--- src/rtl/div_unit_if.sv ---
// -----------------------------------------------------------------------------
// div_unit_if
// Handshake bundle between the EX stage and the multi-cycle RV32M divider.
//
//   start_i     request a division (sampled only while the divider is idle)
//   op_i        00 DIV, 01 DIVU, 10 REM, 11 REMU
//   dividend_i  rs1 value
//   divisor_i   rs2 value
//   rd_addr_i   destination register of the request
//   flush_i     abort the operation in flight
//   hold_req_o  pipeline hold request towards the controller
//   busy_o      divider is not idle
//   valid_o     result_o / rd_addr_o are valid this cycle
//   result_o    quotient or remainder
//   rd_addr_o   destination register of result_o
//
// master: the EX stage driving requests; slave: the divider itself.
// -----------------------------------------------------------------------------
interface div_unit_if #(
    parameter int XLEN = 32
);
    logic              start_i;
    logic [1:0]        op_i;
    logic [XLEN-1:0]   dividend_i;
    logic [XLEN-1:0]   divisor_i;
    logic [4:0]        rd_addr_i;
    logic              flush_i;
    logic              hold_req_o;
    logic              busy_o;
    logic              valid_o;
    logic [XLEN-1:0]   result_o;
    logic [4:0]        rd_addr_o;

    modport master (
        output start_i,
        output op_i,
        output dividend_i,
        output divisor_i,
        output rd_addr_i,
        output flush_i,
        input  hold_req_o,
        input  busy_o,
        input  valid_o,
        input  result_o,
        input  rd_addr_o
    );

    modport slave (
        input  start_i,
        input  op_i,
        input  dividend_i,
        input  divisor_i,
        input  rd_addr_i,
        input  flush_i,
        output hold_req_o,
        output busy_o,
        output valid_o,
        output result_o,
        output rd_addr_o
    );
endinterface

--- src/rtl/div_unit.sv ---
// -----------------------------------------------------------------------------
// div_unit
// Multi-cycle RV32M divider (DIV, DIVU, REM, REMU) living in the EX stage.
//
// A request accepted in IDLE either resolves immediately (divide by zero or
// signed overflow, result one cycle later) or runs 32 restoring-division
// steps in CALC, one per cycle, followed by a single DONE cycle in which
// valid_o is raised. While the request is accepted and during CALC the unit
// asks the pipeline controller to hold the front of the pipe.
//
// Ports:
//   clk   clock, rising edge
//   rstn  reset, synchronous, active-low
//   bus   div_unit_if.slave: request inputs, hold/busy/valid/result outputs
// -----------------------------------------------------------------------------
module div_unit #(
    parameter int XLEN  = 32,
    parameter int CNT_W = 5
) (
    input  logic          clk,
    input  logic          rstn,
    div_unit_if.slave     bus
);

    typedef enum logic [1:0] {
        ST_IDLE = 2'd0,
        ST_CALC = 2'd1,
        ST_DONE = 2'd2
    } state_t;

    // Two's-complement negation when neg is set, pass-through otherwise.
    function automatic logic [XLEN-1:0] neg_cond(input logic [XLEN-1:0] v,
                                                 input logic            neg);
        logic [XLEN-1:0] r;
        if (neg) begin
            r = ~v + {{(XLEN-1){1'b0}}, 1'b1};
        end else begin
            r = v;
        end
        return r;
    endfunction

    localparam logic [XLEN-1:0]  ZERO_W     = {XLEN{1'b0}};
    localparam logic [XLEN-1:0]  ONES_W     = {XLEN{1'b1}};
    localparam logic [XLEN-1:0]  MIN_NEG_W  = {1'b1, {(XLEN-1){1'b0}}};
    localparam logic [CNT_W-1:0] CNT_LAST   = CNT_W'(XLEN - 1);
    localparam logic [CNT_W-1:0] CNT_ONE    = {{(CNT_W-1){1'b0}}, 1'b1};

    // ---------------------------------------------------------------------
    // State and datapath registers
    // ---------------------------------------------------------------------
    state_t              state_r;
    state_t              state_nxt_s;
    logic [1:0]          op_r;
    logic [4:0]          rd_addr_r;
    logic                sign_dvd_r;
    logic                sign_dvs_r;
    logic [XLEN-1:0]     divisor_r;
    logic [2*XLEN-1:0]   shreg_r;      // {remainder, quotient}
    logic [CNT_W-1:0]    cnt_r;
    logic [XLEN-1:0]     result_r;
    logic [4:0]          rd_out_r;

    // ---------------------------------------------------------------------
    // Request decode (IDLE-side combinational signals)
    // ---------------------------------------------------------------------
    logic                op_signed_s;
    logic                op_rem_s;
    logic                dvd_neg_s;
    logic                dvs_neg_s;
    logic [XLEN-1:0]     dvd_abs_s;
    logic [XLEN-1:0]     dvs_abs_s;
    logic                div_zero_s;
    logic                overflow_s;
    logic                start_acc_s;
    logic [XLEN-1:0]     special_res_s;

    // Decode the incoming request: signedness, magnitudes and special cases.
    always_comb begin
        op_signed_s = ~bus.op_i[0];
        op_rem_s    = bus.op_i[1];
        // Only DIV/REM take magnitudes; unsigned ops see the raw operands.
        dvd_neg_s   = op_signed_s & bus.dividend_i[XLEN-1];
        dvs_neg_s   = op_signed_s & bus.divisor_i[XLEN-1];
        dvd_abs_s   = neg_cond(bus.dividend_i, dvd_neg_s);
        dvs_abs_s   = neg_cond(bus.divisor_i, dvs_neg_s);
        div_zero_s  = (bus.divisor_i == ZERO_W);
        overflow_s  = op_signed_s && (bus.dividend_i == MIN_NEG_W) &&
                      (bus.divisor_i == ONES_W);
        start_acc_s = (state_r == ST_IDLE) && bus.start_i && !bus.flush_i;
        if (div_zero_s) begin
            // Quotient is all ones for both signednesses; remainder is the
            // untouched dividend (not its magnitude).
            special_res_s = op_rem_s ? bus.dividend_i : ONES_W;
        end else begin
            special_res_s = op_rem_s ? ZERO_W : MIN_NEG_W;
        end
    end

    // ---------------------------------------------------------------------
    // One restoring step and the final result selection
    // ---------------------------------------------------------------------
    logic [XLEN:0]       rem_shift_s;
    logic [XLEN:0]       trial_s;
    logic                step_ok_s;
    logic [XLEN-1:0]     rem_next_s;
    logic [XLEN-1:0]     quo_next_s;
    logic [XLEN-1:0]     quo_final_s;
    logic [XLEN-1:0]     rem_final_s;
    logic [XLEN-1:0]     calc_res_s;
    logic                last_step_s;

    // Shift {rem,quo} left by one and trial-subtract the divisor from the
    // upper 33 bits; the partial remainder is always below the divisor, so
    // the shifted value fits in 33 bits and a kept difference fits in 32.
    always_comb begin
        rem_shift_s = shreg_r[2*XLEN-1:XLEN-1];
        trial_s     = rem_shift_s - {1'b0, divisor_r};
        step_ok_s   = ~trial_s[XLEN];
        if (step_ok_s) begin
            rem_next_s = trial_s[XLEN-1:0];
        end else begin
            rem_next_s = rem_shift_s[XLEN-1:0];
        end
        quo_next_s  = {shreg_r[XLEN-2:0], step_ok_s};
        // Signs are latched as zero for unsigned ops, so no fix-up there.
        quo_final_s = neg_cond(quo_next_s, sign_dvd_r ^ sign_dvs_r);
        rem_final_s = neg_cond(rem_next_s, sign_dvd_r);
        calc_res_s  = op_r[1] ? rem_final_s : quo_final_s;
        last_step_s = (cnt_r == CNT_LAST);
    end

    // ---------------------------------------------------------------------
    // FSM
    // ---------------------------------------------------------------------

    // State register.
    always_ff @(posedge clk) begin
        if (!rstn) begin
            state_r <= ST_IDLE;
        end else begin
            state_r <= state_nxt_s;
        end
    end

    // Next-state logic; flush wins over completing the last step.
    always_comb begin
        state_nxt_s = state_r;
        case (state_r)
            ST_IDLE: begin
                if (start_acc_s) begin
                    if (div_zero_s || overflow_s) begin
                        state_nxt_s = ST_DONE;
                    end else begin
                        state_nxt_s = ST_CALC;
                    end
                end else begin
                    state_nxt_s = ST_IDLE;
                end
            end
            ST_CALC: begin
                if (bus.flush_i) begin
                    state_nxt_s = ST_IDLE;
                end else if (last_step_s) begin
                    state_nxt_s = ST_DONE;
                end else begin
                    state_nxt_s = ST_CALC;
                end
            end
            ST_DONE: begin
                state_nxt_s = ST_IDLE;
            end
            default: begin
                state_nxt_s = ST_IDLE;
            end
        endcase
    end

    // FSM outputs; hold drops in DONE so the held instruction advances with
    // valid_o, and a flush in DONE suppresses valid_o in the same cycle.
    always_comb begin
        bus.hold_req_o = start_acc_s || (state_r == ST_CALC);
        bus.busy_o     = (state_r != ST_IDLE);
        if (state_r == ST_DONE) begin
            bus.valid_o = !bus.flush_i;
        end else begin
            bus.valid_o = 1'b0;
        end
        bus.result_o  = result_r;
        bus.rd_addr_o = rd_out_r;
    end

    // ---------------------------------------------------------------------
    // Datapath registers
    // ---------------------------------------------------------------------

    // Operand latch, iteration shift register and registered result.
    always_ff @(posedge clk) begin
        if (!rstn) begin
            op_r       <= 2'b00;
            rd_addr_r  <= 5'd0;
            sign_dvd_r <= 1'b0;
            sign_dvs_r <= 1'b0;
            divisor_r  <= ZERO_W;
            shreg_r    <= {2*XLEN{1'b0}};
            cnt_r      <= {CNT_W{1'b0}};
            result_r   <= ZERO_W;
            rd_out_r   <= 5'd0;
        end else begin
            case (state_r)
                ST_IDLE: begin
                    if (start_acc_s) begin
                        op_r       <= bus.op_i;
                        rd_addr_r  <= bus.rd_addr_i;
                        sign_dvd_r <= dvd_neg_s;
                        sign_dvs_r <= dvs_neg_s;
                        divisor_r  <= dvs_abs_s;
                        shreg_r    <= {ZERO_W, dvd_abs_s};
                        cnt_r      <= {CNT_W{1'b0}};
                        if (div_zero_s || overflow_s) begin
                            result_r <= special_res_s;
                            rd_out_r <= bus.rd_addr_i;
                        end
                    end
                end
                ST_CALC: begin
                    if (!bus.flush_i) begin
                        shreg_r <= {rem_next_s, quo_next_s};
                        cnt_r   <= cnt_r + CNT_ONE;
                        // Result is registered on the way into DONE.
                        if (last_step_s) begin
                            result_r <= calc_res_s;
                            rd_out_r <= rd_addr_r;
                        end
                    end
                end
                default: begin
                    // DONE: nothing to update; result_o keeps its value.
                end
            endcase
        end
    end

endmodule

--- src/flat_wrapper.sv ---
// flat-port wrapper written by rule: the top's interface ports become plain ports
module div_unit_flat 
#(
    parameter int XLEN  = 32,
    parameter int CNT_W = 5
)
  (clk, rstn, bus_start_i, bus_op_i, bus_dividend_i, bus_divisor_i, bus_rd_addr_i, bus_flush_i, bus_hold_req_o, bus_busy_o, bus_valid_o, bus_result_o, bus_rd_addr_o);
  div_unit_if #(.XLEN(XLEN)) bus_i ();
  input  logic clk;
  input  logic rstn;
  input wire logic [$bits(bus_i.start_i)-1:0] bus_start_i;
  input wire logic [$bits(bus_i.op_i)-1:0] bus_op_i;
  input wire logic [$bits(bus_i.dividend_i)-1:0] bus_dividend_i;
  input wire logic [$bits(bus_i.divisor_i)-1:0] bus_divisor_i;
  input wire logic [$bits(bus_i.rd_addr_i)-1:0] bus_rd_addr_i;
  input wire logic [$bits(bus_i.flush_i)-1:0] bus_flush_i;
  output wire logic [$bits(bus_i.hold_req_o)-1:0] bus_hold_req_o;
  output wire logic [$bits(bus_i.busy_o)-1:0] bus_busy_o;
  output wire logic [$bits(bus_i.valid_o)-1:0] bus_valid_o;
  output wire logic [$bits(bus_i.result_o)-1:0] bus_result_o;
  output wire logic [$bits(bus_i.rd_addr_o)-1:0] bus_rd_addr_o;
  assign bus_i.start_i = bus_start_i;
  assign bus_i.op_i = bus_op_i;
  assign bus_i.dividend_i = bus_dividend_i;
  assign bus_i.divisor_i = bus_divisor_i;
  assign bus_i.rd_addr_i = bus_rd_addr_i;
  assign bus_i.flush_i = bus_flush_i;
  assign bus_hold_req_o = bus_i.hold_req_o;
  assign bus_busy_o = bus_i.busy_o;
  assign bus_valid_o = bus_i.valid_o;
  assign bus_result_o = bus_i.result_o;
  assign bus_rd_addr_o = bus_i.rd_addr_o;
  div_unit #(.XLEN(XLEN), .CNT_W(CNT_W)) u_core (.clk(clk), .rstn(rstn), .bus(bus_i));
endmodule
--- config.mk ---
export PLATFORM = sky130hd
export DESIGN_NAME = div_unit_flat
export DESIGN_NICKNAME = d
export VERILOG_FILES = /design/src/rtl/div_unit_if.sv /design/src/rtl/div_unit.sv /design/src/flat_wrapper.sv
export SDC_FILE = /design/constraint.sdc
export NUM_CORES = 1
export LEC_CHECK = 0
export ABC_AREA = 1
export BUFFER_PORTS_ARGS = -buffer_cell sky130_fd_sc_hd__buf_4
export CAP_MARGIN = 20
export CELL_PAD_IN_SITES_DETAIL_PLACEMENT = 1
export CELL_PAD_IN_SITES_GLOBAL_PLACEMENT = 1
export CORE_MARGIN = 2
export CORE_UTILIZATION = 42
export DETAILED_ROUTE_END_ITERATION = 8
export PLACE_DENSITY = 0.78
export SLEW_MARGIN = 20
export SYNTH_ARGS = -nofsm -noshare
export SYNTH_HDL_FRONTEND = slang
export SYNTH_SLANG_ARGS = --single-unit
--- constraint.sdc ---
create_clock -name clk -period 5.6 [get_ports clk]
set_input_delay 0.56 -clock clk [delete_from_list [all_inputs] [get_ports clk]]
set_output_delay 0.56 -clock clk [all_outputs]
set_load 0.03 [all_outputs]
; Yosys cells after proc, flatten, opt, wreduce, memory -nomap -nowiden
; Index checks and enable logic that the tools add are counted.
[op_classes]
add_sub_neg = 6
n_mul = 0
div = 0
order_cmp = 0
eq_ne = 9
shifts = 0
n_mux = 31
bitwise_logic = 9
reduce_logical = 14
[op_table]
columns = cell, count
row1 = 32-bit 2-to-1 mux, 13
row2 = "32-bit by 1-bit adder with 32-bit output, second input constant", 4
row3 = 64-bit 2-to-1 mux, 2
row4 = 32-bit inverter, 4
row5 = 64-bit case mux with 2 select lines, 1
row6 = "32-bit equality test, second input constant", 2
row7 = 32-bit case mux with 2 select lines, 1
row8 = 33-bit by 32-bit subtractor with 33-bit output, 1
row9 = 32-bit zero test, 1
row10 = 5-bit 2-to-1 mux, 6
row11 = 5-bit case mux with 2 select lines, 2
row12 = 2-bit 2-to-1 mux, 4
row13 = "5-bit by 1-bit adder with 5-bit output, second input constant", 1
row14 = "5-bit equality test, second input constant", 1
row15 = 5-bit AND reduction, 1
row16 = 1-bit logical AND, 4
row17 = "2-bit by 1-bit != test with 1-bit output, second input constant", 2
row18 = "2-bit != test, second input constant", 2
row19 = 2-bit case mux with 2 select lines, 1
row20 = 2-bit nonzero test, 2
row21 = 3-bit AND reduction, 1
row22 = 1-bit AND, 2
row23 = "2-bit by 1-bit equality test with 1-bit output, second input constant", 1
row24 = "2-bit equality test, second input constant", 1
row25 = 7 further kinds, 9
[word_totals]
ff_bits = 149
latch_bits = 0
ram_bits = 0
mem_bits_ro = 0
input_bits = 75
wordCells = 79
memories = 0

; Logic depth before layout (Yosys ltp)
; Gate-level depths: netlist of the first run.
[depth]
depth_word = 9
ltp_mapped = 32
ltp_nobuf = 31

; Least setup slack after synthesis of the first run
; Ideal clock, no wire load.
[synth_path]
kind = register to register
start = reg u_core.shreg_r[31]
end = reg u_core.result_r[26] (netlist: u_core.bus.result_o[26])
setup_time_ns = 0.134
t_arrival_ns = 3.928
required_time_ns = 5.466
path_slack_ns = 1.538
stages_incl_launch_ff = 32
cell_sequence = dfxtp_1 -> inv_1 -> ha_1 -> fa_1 -> inv_1 -> nand2_1 -> nand2_1 -> nand3_1 -> nand2_2 -> nand2_1 -> nand2_2 -> nand2_4 -> nand2_4 -> nand2_4 -> nand2_8 -> buf_4 -> ha_1 -> nand3_1 -> nor3_1 -> nand3_1 -> nor3_1 -> nand2_1 -> o21ai_1 -> o21ai_0 -> a21oi_1 -> o21ai_0 -> o21ai_1 -> a21oi_1 -> nor2_1 -> nand2_1 -> nand2_1 -> a21oi_1
[synth_between]
elab_chain_len = 9
elab_cells_between_ends = 13
classes_between = add/sub (3) / mux (7) / bitwise (3)
[synth_rtl]
columns = item, line_no
row1 = from (decl), div_unit.sv:59  ; logic [2*XLEN-1:0] shreg_r;
row2 = from (signal assigned), div_unit.sv:205  ; shreg_r <= {2*XLEN{1'b0}};
row3 = from (signal assigned), div_unit.sv:218  ; shreg_r <= {ZERO_W, dvd_abs_s};
row4 = from (signal assigned), div_unit.sv:228  ; shreg_r <= {rem_next_s, quo_next_s};
row5 = 33-bit by 32-bit subtractor with 33-bit output, div_unit.sv:118  ; trial_s = rem_shift_s - {1'b0, divisor_r};
row6 = 32-bit 2-to-1 mux or 1-bit inverter (tied branches), "div_unit.sv:120, div_unit.sv:119"
row7 = 32-bit inverter, div_unit.sv:36  ; r = ~v + {{(XLEN-1){1'b0}}, 1'b1};
row8 = 32-bit by 1-bit adder with 32-bit output, div_unit.sv:36
row9 = 32-bit 2-to-1 mux, div_unit.sv:35  ; if (neg) begin
row10 = 32-bit 2-to-1 mux (*), div_unit.sv:129  ; calc_res_s = op_r[1] ? rem_final_s : quo_final_s;
row11 = 32-bit 2-to-1 mux (*), div_unit.sv:231  ; if (last_step_s) begin
row12 = 32-bit 2-to-1 mux (*), div_unit.sv:227  ; if (!bus.flush_i) begin
row13 = 32-bit case mux with 2 select lines (*), div_unit.sv:210  ; case (state_r)
row14 = to (signal assigned), div_unit.sv:221  ; result_r <= special_res_s;
row15 = to (signal assigned), div_unit.sv:232  ; result_r <= calc_res_s;
row16 = to (decl), div_unit.sv:61  ; logic [XLEN-1:0] result_r;
; Mark *: on every way between the ends. The rest lies on a longest branch, timed or not. The select of a mux whose other input is x is not followed.
; A chain may end at the register's enable or synchronous reset.

; Worst setup path in the final report of the first run
; Same ends and word-level chain as after synthesis.

==> summary.txt, run 1 <==
Logic synthesis
  – Yosys reg bits: 148
  – Post-synth top area share: 23.4%
  – Synth Area per Inst: 5.81 um2
  – Synth top cells by count: 648 x nand2_1, 255 x inv_1, 211 x a21oi_1
  – Synth Net Count: 2298
  – Synth Instances: 2183
  – Sequential cell area fraction in the yosys report: 23.4%
  – Count leader, synth: nand2_1
  – Synth area leaders: dfxtp_1 23%, nand2_1 19%, a21oi_1 8.3%, inv_1 7.5%, nor2_1 6.1%
  – Fraction of registers with async set or reset after synthesis: 0%
  – Synth Flop Type: dfxtp_1
  – Cell taking the most area after synthesis: dfxtp_1
  – EDFF count, synth: 0
  – Netlist Area Pre-Place: 12700 um2
  – Post-synthesis cell type count: 54
  – Yosys warning count: 0

Clock tree
  – Hold-fix buffers, CTS: 0
  – Clk root buf: clkbuf_16
  – Post-CTS sizing: 0
  – Post-CTS setup buffers: 0
  – Clock tree buffer depth: 2
  – CTS tree: yes
  – Clk sink count: 148
  – Number of buffers created by CTS: 17
  – CTS clk-pin slew, worst paths: 0.07 ns
  – Clk_lat worst skew: 0.45 ns
  – Htree depth: 4

GRT
  – First-pass GRT wire length: 80.6 mm
  – Largest net degree at the start of global routing: 88
  – Initial antenna violation count: 3
  – Vias in the first global route: 14.8k
  – GRT Util Overall: 32.8%
  – Total gr overflow: 0

Route
  – Vias: 14.9k
  – TritonRoute pass-1 iters: 5
  – DR WL/cell: 19.4 um
  – Via/cell ratio: 5.64
  – # DRC: 0
  – Final ANT Viol Nets: 0
  – Routed wire length: 51.3 mm
  – Initial DRC Count: 1002

Worst hold path
  – Tightest Hold Check Type: in2reg

Setup path
  – CP arrival: 4.98 ns
  – Max incr delay on CP: 0.43 ns
  – Number of buffer and inverter stages on the critical path: 2
  – Critical Path Most Common Cell: nand2_1
  – Critical path startpoint category: flip-flop
  – Worst Path Class, Setup: reg2reg
  – CP Capture Type: flip-flop
  – Top Family by Delay on Critical Path: simple AND/OR/NAND/NOR gates
  – Slowest CP cell: fa_1
  – Worst Path Required: 5.90 ns
  – Largest fanout on the critical path: 5

STA
  – Slew at the pin closest to its max-slew limit: 1.11 ns
  – Fmax: 213 MHz
  – Max Transition Viols Final: 0
  – TNS Setup: 0 ns
  – Final Skew: 0.0136 ns
  – Final hold viol count: 0
  – Fin crit period: 4.68 ns
  – Unrepaired setup endpoints after global routing: false
  – Final setup violation count: 0
  – Worst setup margin: 0.915 ns
  – Relative slew slack: 26.1%
  – Ratio of final minimum period to clock period: 83.7%

Placed design
  – Dpl hpwl: 39.0 mm
  – Placed inst area: 13800 um2
  – Placed cells: 2610
  – Routability cong.: 0.947
  – I/O Buffers: 114
  – Pre-CTS setup slack: 1.01 ns

Run status
  – Status: completed

Floorplan
  – Starting density of the core: 42.7%
  – DIE HEIGHT: 178 um
  – Core Box Area: 29700 um2
  – Num ports: 115
  – Die W: 178 um
  – Die area: 31600 um2
  – Site row count: 63

Layout
  – Util after Layout: 48.4%
  – Final Cell Area: 14400 um2
  – Area grow syn2layout: 13.3%
  – Finished Layout Cells: 2643
  – Fin nets: 2354
  – Share of cells above drive strength 1: 10.5%

Power
  – Leak: 6.80 nW
  – Worst VDD drop: 0.212 mV
  – Power per cell area: 230 nW/um2

Flow run
  – Max_cap viols: 0
## worst paths after layout
check	from	endpoint	slack, ns	cells after the start
hold / removal	bus_rd_addr_i[3]	u_core.rd_addr_r[3]$_SDFFE_PN0P_	0.37	3
setup / recovery	u_core.shreg_r[31]$_SDFFE_PN0P_	u_core.bus.result_o[26]$_SDFFE_PN0P_	0.92	30
setup reg to reg	u_core.shreg_r[31]$_SDFFE_PN0P_	u_core.bus.result_o[26]$_SDFFE_PN0P_	0.92	30
hold reg to reg	u_core.bus.result_o[13]$_SDFFE_PN0P_	u_core.bus.result_o[13]$_SDFFE_PN0P_	0.47	2
## sequential cells by signal, indices dropped and copies added (netlist names)
register              count
u_core.shreg_r           64
u_core.bus.result_o      32
u_core.divisor_r         32
u_core.bus.rd_addr_o      5
u_core.cnt_r              5
u_core.rd_addr_r          5
u_core.state_r            2
u_core.op_r               1
u_core.sign_dvd_r         1
u_core.sign_dvs_r         1
## cell usage in the layout, fill, tap and decap left out, types with 16 or more instances in the layout
cell type / n
a21oi_1: 211
buf_4: 128
clkbuf_16: 17
dfxtp_1: 148
ha_1: 39
inv_1: 255
nand2_1: 647
nand2_2: 20
nand3_1: 126
nand4_1: 31
nor2_1: 205
nor3_1: 35
o211ai_1: 20
o21ai_0: 151
o21ai_1: 16
o221ai_1: 17
xnor2_1: 30
xor2_1: 28
## worst min-delay path, delay by kind of cell
kind | cells | cell delay [ns]
compound gates | 1 | 0.07
buf+inv | 1 | 0.08
simple gates | 1 | 0.08
## layer usage
layer / global-route usage (%) / vias up / part of all wire [%]
met5: 0 / - / 0.025
met2: 52.2 / 393 / 45
met3: 5.63 / 62 / 5.6
met4: 8.61 / 2 / 2.0
li1: - / 7204 / -
met1: 45.5 / 7240 / 47
## where the power goes
group | switching (mW) | internal [mW]
logic | 0.656 | 0.288
registers | 0.0361 | 1.09
clock network | 0.559 | 0.679
## layout make-up
class | instances | area, um2
Clock inverter | 15 | 191
Sequential cell | 148 | 2960
Inverter | 266 | 1000
Timing Repair Buffer | 128 | 961
Tap cell | 390 | 488
Clock buffer | 17 | 425
Multi-Input combinational cell | 1678 | 8340
Antenna cell | 1 | 2.50
Fill cell | 4215 | 15300
## stage by stage
| step | hold slack, ns | total power, mW |
|---|---|---|
| after floorplan | 0.445 | 1.76 |
| final | 0.371 | 3.31 |
| after CTS | 0.360 | 3.31 |
| after global placement | 0.453 | 2.04 |
| after detailed placement | 0.460 | 2.07 |
| after global routing | 0.391 | 3.47 |
## kinds of logic (layout without fill, tap and decap cells)
| logic type | count (synthesis) | in the layout | synth area share, % |
|---|---|---|---|
| compound gates | 458 | 458 | 20.0 |
| xor+xnor | 58 | 58 | 4.01 |
| fa+ha+maj | 40 | 40 | 4.01 |
| buf+inv | 357 | 426 | 11.0 |
| flops | 148 | 148 | 23.4 |
| other cells | 0 | 1 | 0 |
| simple gates | 1122 | 1122 | 37.7 |
No activity file was read; power rests on OpenSTA's default activity.
==> run 2: changes to the inputs <==
- clock period: 5.6 -> 4.72 ns (I/O delays scaled with it)
==> run 2 against run 1 <==
Effect of this change:
- global-route usage is 0.79 points higher
- utilization is 0.30 points higher
- worst hold slack worse by 0.092 ns
- cell count is 0.26% higher
- register-to-register slack worse by 0.60 ns
- critical path type unchanged
- largest power group unchanged
==> summary.txt, run 2 (synthesis gave the netlist of run 1 again) <==
STA
  – Final Skew: 0.0130 ns
  – Ratio of final minimum period to clock period: 93.3%
  – Worst hold slack: 0.278 ns
  – Max Transition Viols Final: 0
  – Final hold viol count: 0
  – Fin crit period: 4.40 ns
  – TNS Setup: 0 ns
  – Final setup violation count: 0
  – Worst setup margin: 0.316 ns
  – Relative slew slack: 28.9%
  – Slew at the pin closest to its max-slew limit: 1.07 ns
  – Fmax: 227 MHz

Power
  – Power per cell area: 274 nW/um2
  – Post-layout power: 3.96 mW
  – Worst VDD drop: 0.250 mV
  – Leak: 6.84 nW

GRT
  – Total gr overflow: 0
  – First-pass GRT wire length: 81.6 mm
  – Vias in the first global route: 14.6k
  – Initial antenna violation count: 1
  – Largest net degree at the start of global routing: 83
  – GRT Util Overall: 33.5%

Layout
  – Max reg flops: 64
  – Util after Layout: 48.7%
  – Reg area: 2960 um2
  – Commonest cells after routing, fill and taps aside: 646 x nand2_1, 255 x inv_1, 210 x a21oi_1
  – Reg with most FFs: u_core.shreg_r
  – Ant. Diodes: 0
  – Fin nets: 2362
  – Area grow syn2layout: 14.1%
  – Share of cells above drive strength 1: 11.2%
  – Commonest non-fill, non-tap cell in the layout: nand2_1
  – Area occupied by multi-input gates: 8390 um2
  – Number of fill cells: 4226

Setup path
  – Worst Path Class, Setup: reg2reg
  – CP Capture Type: flip-flop
  – Max incr delay on CP: 0.37 ns
  – Top Family by Delay on Critical Path: simple AND/OR/NAND/NOR gates
  – Critical path startpoint category: flip-flop
  – Critical Path Most Common Cell: nand2_1
  – Worst Path Required: 5.09 ns
  – Largest fanout on the critical path: 4
  – Number of buffer and inverter stages on the critical path: 2
  – Slowest CP cell: fa_2
  – CP arrival: 4.78 ns

Run status
  – Status: completed

Floorplan
  – Starting density of the core: 42.7%
  – Site row count: 63
  – Die W: 178 um
  – Die area: 31600 um2
  – Core Box Area: 29700 um2
  – Num ports: 115
  – DIE HEIGHT: 178 um

Route
  – Via/cell ratio: 5.70
  – Routed wire length: 53.0 mm
  – Initial DRC Count: 1350
  – DR WL/cell: 20.0 um
  – # DRC: 0
  – Final ANT Viol Nets: 0
  – Vias: 15.1k
  – TritonRoute pass-1 iters: 6

Placed design
  – Pre-CTS setup slack: 0.159 ns
  – Routability cong.: 0.898
  – Dpl hpwl: 40.5 mm
  – I/O Buffers: 114

Clock tree
  – Hold-fix buffers, CTS: 0
  – Number of buffers created by CTS: 17
  – Clk sink count: 148
  – CTS clk-pin slew, worst paths: 0.07 ns
  – CTS tree: yes
  – Htree depth: 4
  – Clk root buf: clkbuf_16
  – Clock tree buffer depth: 2
  – Clk_lat worst skew: 0.46 ns

Flow run
  – Max_cap viols: 0

Worst hold path
  – Tightest Hold Check Type: in2reg
run 2: changes by cell type in the layout (fill, tap and decap cells not counted), moves of 2 or more:
cell,before,now
o21ai_0,151,149
inv_6,4,6
inv_8,3,1
clkinv_8,2,0
nor3_1,35,32
nor3_4,1,3
buf_4,128,135
run 2: path summary, 6_finish.rpt:
path | from | to | slack [ns] | cells after the start
setup / recovery | u_core.shreg_r[31]$_SDFFE_PN0P_ | u_core.bus.result_o[28]$_SDFFE_PN0P_ | 0.32 | 31
hold reg to reg | u_core.bus.result_o[17]$_SDFFE_PN0P_ | u_core.bus.result_o[17]$_SDFFE_PN0P_ | 0.47 | 2
setup reg to reg | u_core.shreg_r[31]$_SDFFE_PN0P_ | u_core.bus.result_o[28]$_SDFFE_PN0P_ | 0.32 | 31
hold / removal | bus_rd_addr_i[0] | u_core.rd_addr_r[0]$_SDFFE_PN0P_ | 0.28 | 3
run 2: area by class of cell:
class | count | share of cell area (%)
multi-input combinational | 1678 | 58.0
sequential | 148 | 20.5
timing repair buffer | 136 | 7.09
inverter | 266 | 6.91
tap | 390 | 3.37
clock buffer | 17 | 2.94
clock inverter | 15 | 1.18
run 2: worst reg2reg max path: cells and delay by family (launching register included):
kind | cells | cell delay [ns]
AOI/OAI and AO/OA | 3 | 0.36
adders and majority gates | 3 | 0.80
buffers and inverters | 2 | 0.16
DFF | 1 | 0.36
and+or+nand+nor | 23 | 2.64
run 2: stage by stage:
step	area, um2	std cells
6_report	14500	2650
3_5_place_dp	13800	2613
5_1_grt	14500	2650
2_1_floorplan	12700	2183
4_1_cts	14400	2645
3_3_place_gp	13800	2613
run 2: timing repair:
action | in CTS | in global routing
buffers inserted | 0 | 5
gates resized for setup | 0 | 15
endpoints found under the hold margin | 0 | 0
setup endpoints to repair | 0 | 9
run 2: report_power, final:
group	leakage [nW]	switching, mW	internal, mW
combinational	5.35	0.803	0.364
clock	0.288	0.662	0.794
sequential	1.20	0.0455	1.29
run 2: routing by layer:
metal / GRT usage (%) / vias up / part of all wire (%)
met3: 4.71 / 82 / 5.5
met2: 53.3 / 429 / 45
met5: 0 / - / 0
met4: 9.12 / 0 / 2.3
met1: 47.2 / 7358 / 47
li1: - / 7232 / -
